## src/rtl/sha256_round_engine_if.sv

```systemverilog
// Stream, K-ROM and digest signals of the SHA-256 round engine.
// The master side is the environment (word-stream padder, K ROM, digest register).
interface sha256_round_engine_if;
    logic         in_valid;
    logic         in_ready;
    logic [31:0]  in_data;
    logic         in_first;
    logic [6:0]   k_idx;
    logic [31:0]  k_val;
    logic [255:0] digest;
    logic         digest_valid;
    logic         busy;

    modport master (
        output in_valid, in_data, in_first, k_val,
        input  in_ready, k_idx, digest, digest_valid, busy
    );

    modport slave (
        input  in_valid, in_data, in_first, k_val,
        output in_ready, k_idx, digest, digest_valid, busy
    );
endinterface

```

## src/rtl/sha256_round_engine.sv

```systemverilog
// SHA-256 compression core: one round per cycle, on-the-fly message schedule,
// chaining value held internally and presented with a one-cycle valid pulse.
module sha256_round_engine #(
    parameter int NUM_ROUNDS = 64
) (
    input  logic                 clk,
    input  logic                 rst_n,
    sha256_round_engine_if.slave bus
);
    typedef enum logic [1:0] {IDLE, LOAD, ROUND, FINAL} state_t;

    localparam logic [6:0]  LAST_LOAD  = 7'd15;
    localparam logic [6:0]  LAST_ROUND = 7'(NUM_ROUNDS - 1);
    localparam logic [31:0] H_INIT [8] = '{
        32'h6a09e667, 32'hbb67ae85, 32'h3c6ef372, 32'ha54ff53a,
        32'h510e527f, 32'h9b05688c, 32'h1f83d9ab, 32'h5be0cd19
    };

    function automatic logic [31:0] ror(input logic [31:0] x, input int unsigned n);
        return (x >> n) | (x << (32 - n));
    endfunction

    state_t      state, state_d;
    logic [6:0]  t, t_d;
    logic        do_round, load_base, finish;
    logic        dv;
    logic [31:0] w     [16];  // w[15] = W(t-1) ... w[0] = W(t-16)
    logic [31:0] wk    [8];   // working a..h
    logic [31:0] base  [8];   // chaining value the current block started from
    logic [31:0] hv    [8];
    logic [31:0] chain [8];
    logic [31:0] cur   [8];
    logic [31:0] nxt   [8];
    logic [31:0] w_exp, w_cur, t1, t2, sig0, sig1, ch, maj;

    assign bus.in_ready     = (state == IDLE) || (state == LOAD);
    assign bus.busy         = (state != IDLE);
    assign bus.k_idx        = t;
    assign bus.digest_valid = dv;
    assign bus.digest       = {hv[0], hv[1], hv[2], hv[3], hv[4], hv[5], hv[6], hv[7]};

    always_ff @(posedge clk or negedge rst_n) begin
        if (!rst_n) begin
            state <= IDLE;
            t     <= '0;
        end else begin
            // NOTE: non-blocking everywhere in clocked blocks so every register
            // samples the pre-edge values and process order cannot matter.
            state <= state_d;
            t     <= t_d;
        end
    end

    always_comb begin
        // NOTE: every output of this block gets a default first; a path that
        // leaves one unassigned would infer a latch.
        state_d   = state;
        t_d       = t;
        do_round  = 1'b0;
        load_base = 1'b0;
        finish    = 1'b0;
        unique case (state)
            IDLE: if (bus.in_valid) begin
                load_base = 1'b1;
                do_round  = 1'b1;
                t_d       = 7'd1;
                state_d   = LOAD;
            end
            LOAD: if (bus.in_valid) begin
                do_round = 1'b1;
                t_d      = t + 7'd1;
                if (t == LAST_LOAD) state_d = ROUND;
            end
            ROUND: begin
                do_round = 1'b1;
                t_d      = t + 7'd1;
                if (t == LAST_ROUND) state_d = FINAL;
            end
            FINAL: begin
                finish  = 1'b1;
                t_d     = '0;
                state_d = IDLE;
            end
            default: state_d = IDLE;
        endcase
    end

    always_comb begin
        for (int i = 0; i < 8; i++) begin
            chain[i] = bus.in_first ? H_INIT[i] : hv[i];
            cur[i]   = (state == IDLE) ? chain[i] : wk[i];
        end
        w_exp = (ror(w[14], 17) ^ ror(w[14], 19) ^ (w[14] >> 10)) + w[9]
              + (ror(w[1], 7) ^ ror(w[1], 18) ^ (w[1] >> 3)) + w[0];
        w_cur = (state == ROUND) ? w_exp : bus.in_data;

        sig1 = ror(cur[4], 6) ^ ror(cur[4], 11) ^ ror(cur[4], 25);
        ch   = (cur[4] & cur[5]) ^ (~cur[4] & cur[6]);
        t1   = cur[7] + sig1 + ch + bus.k_val + w_cur;
        sig0 = ror(cur[0], 2) ^ ror(cur[0], 13) ^ ror(cur[0], 22);
        maj  = (cur[0] & cur[1]) ^ (cur[0] & cur[2]) ^ (cur[1] & cur[2]);
        t2   = sig0 + maj;

        nxt[0] = t1 + t2;
        nxt[1] = cur[0];
        nxt[2] = cur[1];
        nxt[3] = cur[2];
        nxt[4] = cur[3] + t1;
        nxt[5] = cur[4];
        nxt[6] = cur[5];
        nxt[7] = cur[6];
    end

    always_ff @(posedge clk or negedge rst_n) begin
        if (!rst_n) begin
            // NOTE: schedule and working arrays are reset as well, so an aborted
            // block leaves nothing behind that a later block could observe.
            for (int i = 0; i < 16; i++) w[i] <= '0;
            for (int i = 0; i < 8; i++) begin
                wk[i]   <= '0;
                base[i] <= '0;
                hv[i]   <= H_INIT[i];
            end
            dv <= 1'b0;
        end else begin
            if (do_round) begin
                for (int i = 0; i < 15; i++) w[i] <= w[i + 1];
                w[15] <= w_cur;
                for (int i = 0; i < 8; i++) wk[i] <= nxt[i];
            end
            if (load_base) begin
                for (int i = 0; i < 8; i++) base[i] <= chain[i];
            end
            if (finish) begin
                for (int i = 0; i < 8; i++) hv[i] <= base[i] + wk[i];
            end
            dv <= finish;
        end
    end
endmodule
```

## src/flat_wrapper.sv

```systemverilog
// flat-port wrapper written by rule: the top's interface ports become plain ports
module sha256_round_engine_flat 
#(
    parameter int NUM_ROUNDS = 64
)
  (clk, rst_n, bus_in_valid, bus_in_data, bus_in_first, bus_k_val, bus_in_ready, bus_k_idx, bus_digest, bus_digest_valid, bus_busy);
  sha256_round_engine_if bus_i ();
  input  logic clk;
  input  logic rst_n;
  input wire logic [$bits(bus_i.in_valid)-1:0] bus_in_valid;
  input wire logic [$bits(bus_i.in_data)-1:0] bus_in_data;
  input wire logic [$bits(bus_i.in_first)-1:0] bus_in_first;
  input wire logic [$bits(bus_i.k_val)-1:0] bus_k_val;
  output wire logic [$bits(bus_i.in_ready)-1:0] bus_in_ready;
  output wire logic [$bits(bus_i.k_idx)-1:0] bus_k_idx;
  output wire logic [$bits(bus_i.digest)-1:0] bus_digest;
  output wire logic [$bits(bus_i.digest_valid)-1:0] bus_digest_valid;
  output wire logic [$bits(bus_i.busy)-1:0] bus_busy;
  assign bus_i.in_valid = bus_in_valid;
  assign bus_i.in_data = bus_in_data;
  assign bus_i.in_first = bus_in_first;
  assign bus_i.k_val = bus_k_val;
  assign bus_in_ready = bus_i.in_ready;
  assign bus_k_idx = bus_i.k_idx;
  assign bus_digest = bus_i.digest;
  assign bus_digest_valid = bus_i.digest_valid;
  assign bus_busy = bus_i.busy;
  sha256_round_engine #(.NUM_ROUNDS(NUM_ROUNDS)) u_core (.clk(clk), .rst_n(rst_n), .bus(bus_i));
endmodule
```

## config.mk

```make
export PLATFORM = sky130hd
export DESIGN_NAME = sha256_round_engine_flat
export DESIGN_NICKNAME = d
export VERILOG_FILES = /design/src/rtl/sha256_round_engine_if.sv /design/src/rtl/sha256_round_engine.sv /design/src/flat_wrapper.sv
export SDC_FILE = /design/constraint.sdc
export NUM_CORES = 2
export LEC_CHECK = 0
export CORE_ASPECT_RATIO = 1.2
export CORE_UTILIZATION = 45
export DETAILED_ROUTE_END_ITERATION = 10
export SETUP_SLACK_MARGIN = 0.2
export SLEW_MARGIN = 20
export SYNTH_ARGS = -nofsm -noshare
export SYNTH_HDL_FRONTEND = slang
export SYNTH_SLANG_ARGS = --single-unit
```

## constraint.sdc

```tcl
create_clock -name clk -period 11.4 [get_ports clk]
set_clock_uncertainty 0.1 [all_clocks]
set_input_delay 2.28 -clock clk [delete_from_list [all_inputs] [get_ports clk]]
set_output_delay 2.28 -clock clk [all_outputs]
set_load 0.01 [all_outputs]
```

======== Yosys cells after proc, flatten, opt, wreduce, memory -nomap -nowiden ========
Index checks and enable logic that the tools add are counted.
W data, S select, Z words.
operators by class
  eq/ne operators ......................... 9
  multipliers ............................. 0
  div/mod/pow operators ................... 0
  reductions and logical operators ........ 6
  $lt $le $gt $ge ......................... 0
  add/sub/neg operators ................... 19
  shift operators ......................... 0
  bitwise operators ....................... 27
  mux-type cells .......................... 29
operator list
  operator               count
  $add A32 B32 Y32       18
  $mux W32               17
  $xor A32 B32 Y32       9
  $and A32 B32 Y32       5
  $not A32 Y32           1
  $or A10 B32 Y32        1
  $or A13 B32 Y32        1
  $or A14 B32 Y32        1
  $or A15 B32 Y32        1
  $or A19 B32 Y32        1
  $or A21 B32 Y32        1
  $or A25 B32 Y32        1
  $or A26 B32 Y32        1
  $or A30 B32 Y32        1
  $or A7 B32 Y32         1
  $xor A32 B22 Y32       1
  $xor A32 B29 Y32       1
  $pmux W7 S4            1
  $mux W7                2
  $mux W2                4
  $pmux W2 S4            1
  $add A7 B1 Y7 const B  1
  $eq A7 B4 Y1 const B   1
  $eq A7 B6 Y1 const B   1
  12 further kinds       17
storage, ports and cells
  bits in latches ......................... 0
  bits in read-only memories .............. 0
  output and inout port bits .............. 266
  memory bits (writable) .................. 0
  word-level logic and storage cells ...... 133
  flip-flop bits (word level) ............. 1290
  memories kept ........................... 0

======== Logic depth before layout (Yosys ltp) ========
  depth after elaboration ................. 10
  depth in mapped cells ................... 45
  gate-level depth less buffers ........... 44

======== Worst setup path before layout ========
No wires, ideal clock.
  path kind ............................... input -> register
  start ................................... input bus_in_first
  end ..................................... register u_core.wk[255] in the netlist's numbering
  path buffers ............................ 5
  data required time ...................... 11.177 ns
  data arrival time ....................... 10.231 ns
  library setup time ...................... 0.123 ns
  stages on the path ...................... 35
  path slack .............................. 0.947 ns
  cell sequence ........................... clkbuf_1 -> clkbuf_1 -> clkbuf_1 -> clkbuf_1 -> clkbuf_1 -> nor2b_1 -> mux2i_1 -> mux2i_1 -> fa_1 -> inv_1 -> fa_1 -> inv_1 -> fa_1 -> ha_1 -> a21o_1 -> a21oi_1 -> o21bai_1 -> o31a_1 -> o41a_1 -> o311ai_1 -> o21ai_0 -> a2111oi_0 -> o21bai_1 -> a21oi_1 -> xnor2_1 -> fa_1 -> ha_1 -> a21o_1 -> a21oi_1 -> nor2b_1 -> o21ai_0 -> o311ai_0 -> a211oi_1 -> xor2_1 -> a21oi_1
between the ends
  word-level cells in the longest chain between the ends .. 10
  elaborated cells between the ends (all ways) .. 39
RTL lines
  what                                                       RTL line                    RTL
  start: declaration                                         flat_wrapper.sv:12          input wire logic [$bits(bus_i.in_first)-1:0] bus_in_first;
  $mux W32                                                   sha256_round_engine.sv:90   chain[i] = bus.in_first ? H_INIT[i] : hv[i];
  $mux W32                                                   sha256_round_engine.sv:91   cur[i] = (state == IDLE) ? chain[i] : wk[i];
  $or A26 B32 Y32 / $or A21 B32 Y32 (equally long branches)  sha256_round_engine.sv:20   return (x >> n) | (x << (32 - n));
  $xor A32 B32 Y32 (2 in series)                             sha256_round_engine.sv:97   sig1 = ror(cur[4], 6) ^ ror(cur[4], 11) ^ ror(cur[4], 25);
  $add A32 B32 Y32 (4 in series)                             sha256_round_engine.sv:99   t1 = cur[7] + sig1 + ch + bus.k_val + w_cur;
  $add A32 B32 Y32 (*)                                       sha256_round_engine.sv:104  nxt[0] = t1 + t2;
  end signal: indexed assignment                             sha256_round_engine.sv:120  wk[i] <= '0;
  end: declaration                                           sha256_round_engine.sv:28   logic [31:0] wk [8];
Every way passes the cells marked *; elsewhere a longest branch is shown, timed or not.
A chain may end at the register's enable or synchronous reset.

======== Worst setup path in the final report ========
  start ................................... register u_core.w[456] in the netlist's numbering
  end ..................................... register u_core.wk[252] in the netlist's numbering
between the ends
  word-level cells in the longest chain between the ends .. 8
  elaborated cells between the ends (all ways) .. 9
RTL lines
  what                                                       RTL line                    RTL
  start: declaration                                         sha256_round_engine.sv:27   logic [31:0] w [16];
  $or A25 B32 Y32 / $or A14 B32 Y32 (equally long branches)  sha256_round_engine.sv:20
  $xor A32 B32 Y32                                           sha256_round_engine.sv:94   + (ror(w[1], 7) ^ ror(w[1], 18) ^ (w[1] >> 3)) + w[0];
  $xor A32 B29 Y32 (*)                                       sha256_round_engine.sv:94
  $add A32 B32 Y32 (*) (2 in series)                         sha256_round_engine.sv:94
  $mux W32 (*)                                               sha256_round_engine.sv:95   w_cur = (state == ROUND) ? w_exp : bus.in_data;
  $add A32 B32 Y32 (*)                                       sha256_round_engine.sv:99
  $add A32 B32 Y32 (*)                                       sha256_round_engine.sv:104
Marked as above.

==> impl_metrics.tcl <==
set metrics [dict create \
    highest_layer "met5" \
    route.met3.wl_mm 13.2 \
    place_congestion 0.988 \
    startpoint "u_core.w[456]$_DFFE_PN0P_" \
    setup_tns_ns 0 \
    grt_usage_pct 31.2 \
    async_reset_ff_share_pct 100 \
    die_area_sq_mm 0.171 \
    syn_area_sq_mm 0.0762 \
    ant_nets 0 \
    worstPathRequired_ns 12.01 \
    rsz0062_at_grt "no" \
    yosysWarnings 0 \
    cap_violations 0 \
    synthCells 8307 \
    syn-num-nets 8948 \
    met2_length_mm 125 \
    cpPeakStageDelay_ns 0.55 \
    fmax_mhz 95.1 \
    clkSinkCount 1290 \
    drt_pass1_iterations 6 \
    clockRootBuffer "clkbuf_16" \
    wl_per_cell_um 24.5 \
    grt_pass1_wl_mm 393 \
    post_synth.cell_area_avg_sq_um 9.18 \
    num_rows 165 \
    synth_enable_flop_cells 0 \
    numCtsBuffers 147 \
    cts_tree "done" \
    via_per_inst 5.53 \
    synth_cell_types 94 \
    nNetsFinal 9165 \
    yosys.area.top_type "dfrtp_1" \
    die_h_um 453 \
    cp-end-kind "flop" \
    final_max_slew_viol_count 0 \
    post_cts_buffers 0 \
    hpwl_mm 200 \
    synth_top_area_share_pct 37.9 \
    antenna_found_initial 2 \
    hold_start "u_core.w[319]$_DFFE_PN0P_" \
    seq_area_frac_synth_pct 42.6 \
    syn_to_final_growth_pct 14.4 \
    cp_slowest_cell "fa_1" \
    fin_cells 10900 \
    ys.flop_type "dfrtp_1" \
    outcome "complete, no violations" \
    startpoint_type "flop" \
    worst_pin_slew_ns 1.21 \
    slew_headroom_pct 18.8 \
    r2r_start "u_core.w[456]$_DFFE_PN0P_" \
    setup-violations-final 0 \
    hold_ws_ns 0.358 \
    critPathArrivalTime_ns 11.13 \
    cts_buffer_depth 3 \
    grt_max_degree 238 \
    fillers 15800 \
    synth_most_common_cell "nand2_1" \
    drt_iter0_markers 4935 \
    synthTopCellsByCount "nand2_1, dfrtp_1, o21ai_0" \
    period_minus_slack_ns 10.52 \
    hold_class "flop to flop" \
    reg2reg_setup_slack_ns 0.88 \
    period_share_pct 92.3 \
    dieWidth_um 378 \
    wl_met1_mm 115 \
    place.port_buffers 333 \
    clk_pin_slew_ns 0.06 \
    design.core.area_sq_mm 0.168 \
    overflow 0 \
    clock_latency_ns 0.83 \
    hold_viol 0 \
    final_core_util_pct 51.8 \
    cts-hold-fix-buffers 0 \
    grt_pass1_vias 59300 \
    io_pins 334 \
    cp_max_fo 5 \
    place_inst 10600 \
    drive_above_1_share_pct 9.83 \
    h-tree-depth 4 \
    wl_mm 267 \
    yosys-top-cells-area "dfrtp_1, nand2_1, ha_1" \
    route.detailed.drc 0 \
    start_util_pct 45.3 \
    num_vias 60300 \
    worstSetupPathType "flop to flop" \
    synth-seq-cells 1290 \
]
-- metrics by stage --
stage               setup WS [ns]  area, sq um
CTS                         0.698        87200
global placement            0.803        82100
floorplan                   0.947        76200
finish                      0.883        87200
detailed placement          0.780        82100
global route                0.218        87200
-- placed cells by master, fill, tap and decap left out, drive strengths merged, types with 55 or more instances in the layout --
cell           count
a21o             158
a21oi            496
buf              125
clkbuf           217
clkdlybuf4s50    331
dfrtp           1154
dfstp            136
fa               195
ha               378
inv              386
mux2             290
mux2i            160
nand2           1992
nand2b            59
nand3             69
nor2             522
nor2b            162
nor3              60
o21a              63
o21ai            592
o21bai            55
xnor2            393
xor2             162
-- sequential cells by signal (all words and copies together) (netlist names) --
register,count
u_core.base,256
u_core.bus.digest,256
u_core.bus.digest_valid,1
u_core.bus.k_idx,7
u_core.state,2
u_core.w,512
u_core.wk,256
-- area by class of cell --
cell class,instances,area (sq um),area share [%]
antenna,1,2.50,0.00287
clock buffer,217,4350,4.99
clock inverter,54,743,0.852
inverter,381,1430,1.64
multi-input combinational,6248,41000,47.0
sequential,1290,32500,37.2
tap,2254,2820,3.23
timing repair buffer,456,4470,5.12
-- layer usage --
metal	global-route usage (%)	vias to the layer above
li1	-	28100
met1	41.0	30100
met2	50.7	1581
met3	4.83	444
met4	13.7	2
met5	0	-
-- worst max-delay path: cells and delay by family, from the launching register on --
| family | cells | cell delay, ns |
|---|---|---|
| AO/OA/AOI/OAI | 20 | 4.14 |
| adder cells (fa/ha/maj) | 9 | 3.86 |
| buffers and inverters | 3 | 0.14 |
| multiplexers | 1 | 0.48 |
| AND/OR/NAND/NOR | 4 | 0.54 |
| flip-flops | 1 | 0.45 |
| XOR/XNOR | 4 | 0.70 |
-- worst paths after layout --
path,cells after the start,end
max,41,u_core.wk[252]$_DFFE_PN0P_
min in group asynchronous,1,u_core.w[344]$_DFFE_PN0P_
max reg2reg,41,u_core.wk[252]$_DFFE_PN0P_
max in group asynchronous,3,u_core.w[457]$_DFFE_PN0P_
min reg2reg,2,u_core.w[351]$_DFFE_PN0P_
min,2,u_core.w[351]$_DFFE_PN0P_
-- repair_timing --
| item | in CTS | in global routing |
|---|---|---|
| setup endpoints to repair | 0 | 5 |
| gates resized for setup | 0 | 6 |
| endpoints found under the hold margin | 0 | 0 |
-- kinds of logic (layout without fill, tap and decap cells) --
kind of cell,Yosys count,count (layout),share of synthesized area (%)
AO/OA/AOI/OAI,1616,1616,12.6
XOR/XNOR,557,557,6.44
adder cells (fa/ha/maj),605,605,11.7
buffers and inverters,769,1108,3.84
flip-flops,1290,1290,42.6
multiplexers,450,450,6.39
other,0,1,0
AND/OR/NAND/NOR,3020,3020,16.4
Power is not shown: default switching activity piles up to over one toggle a cycle in this logic, so the estimate is an artifact.
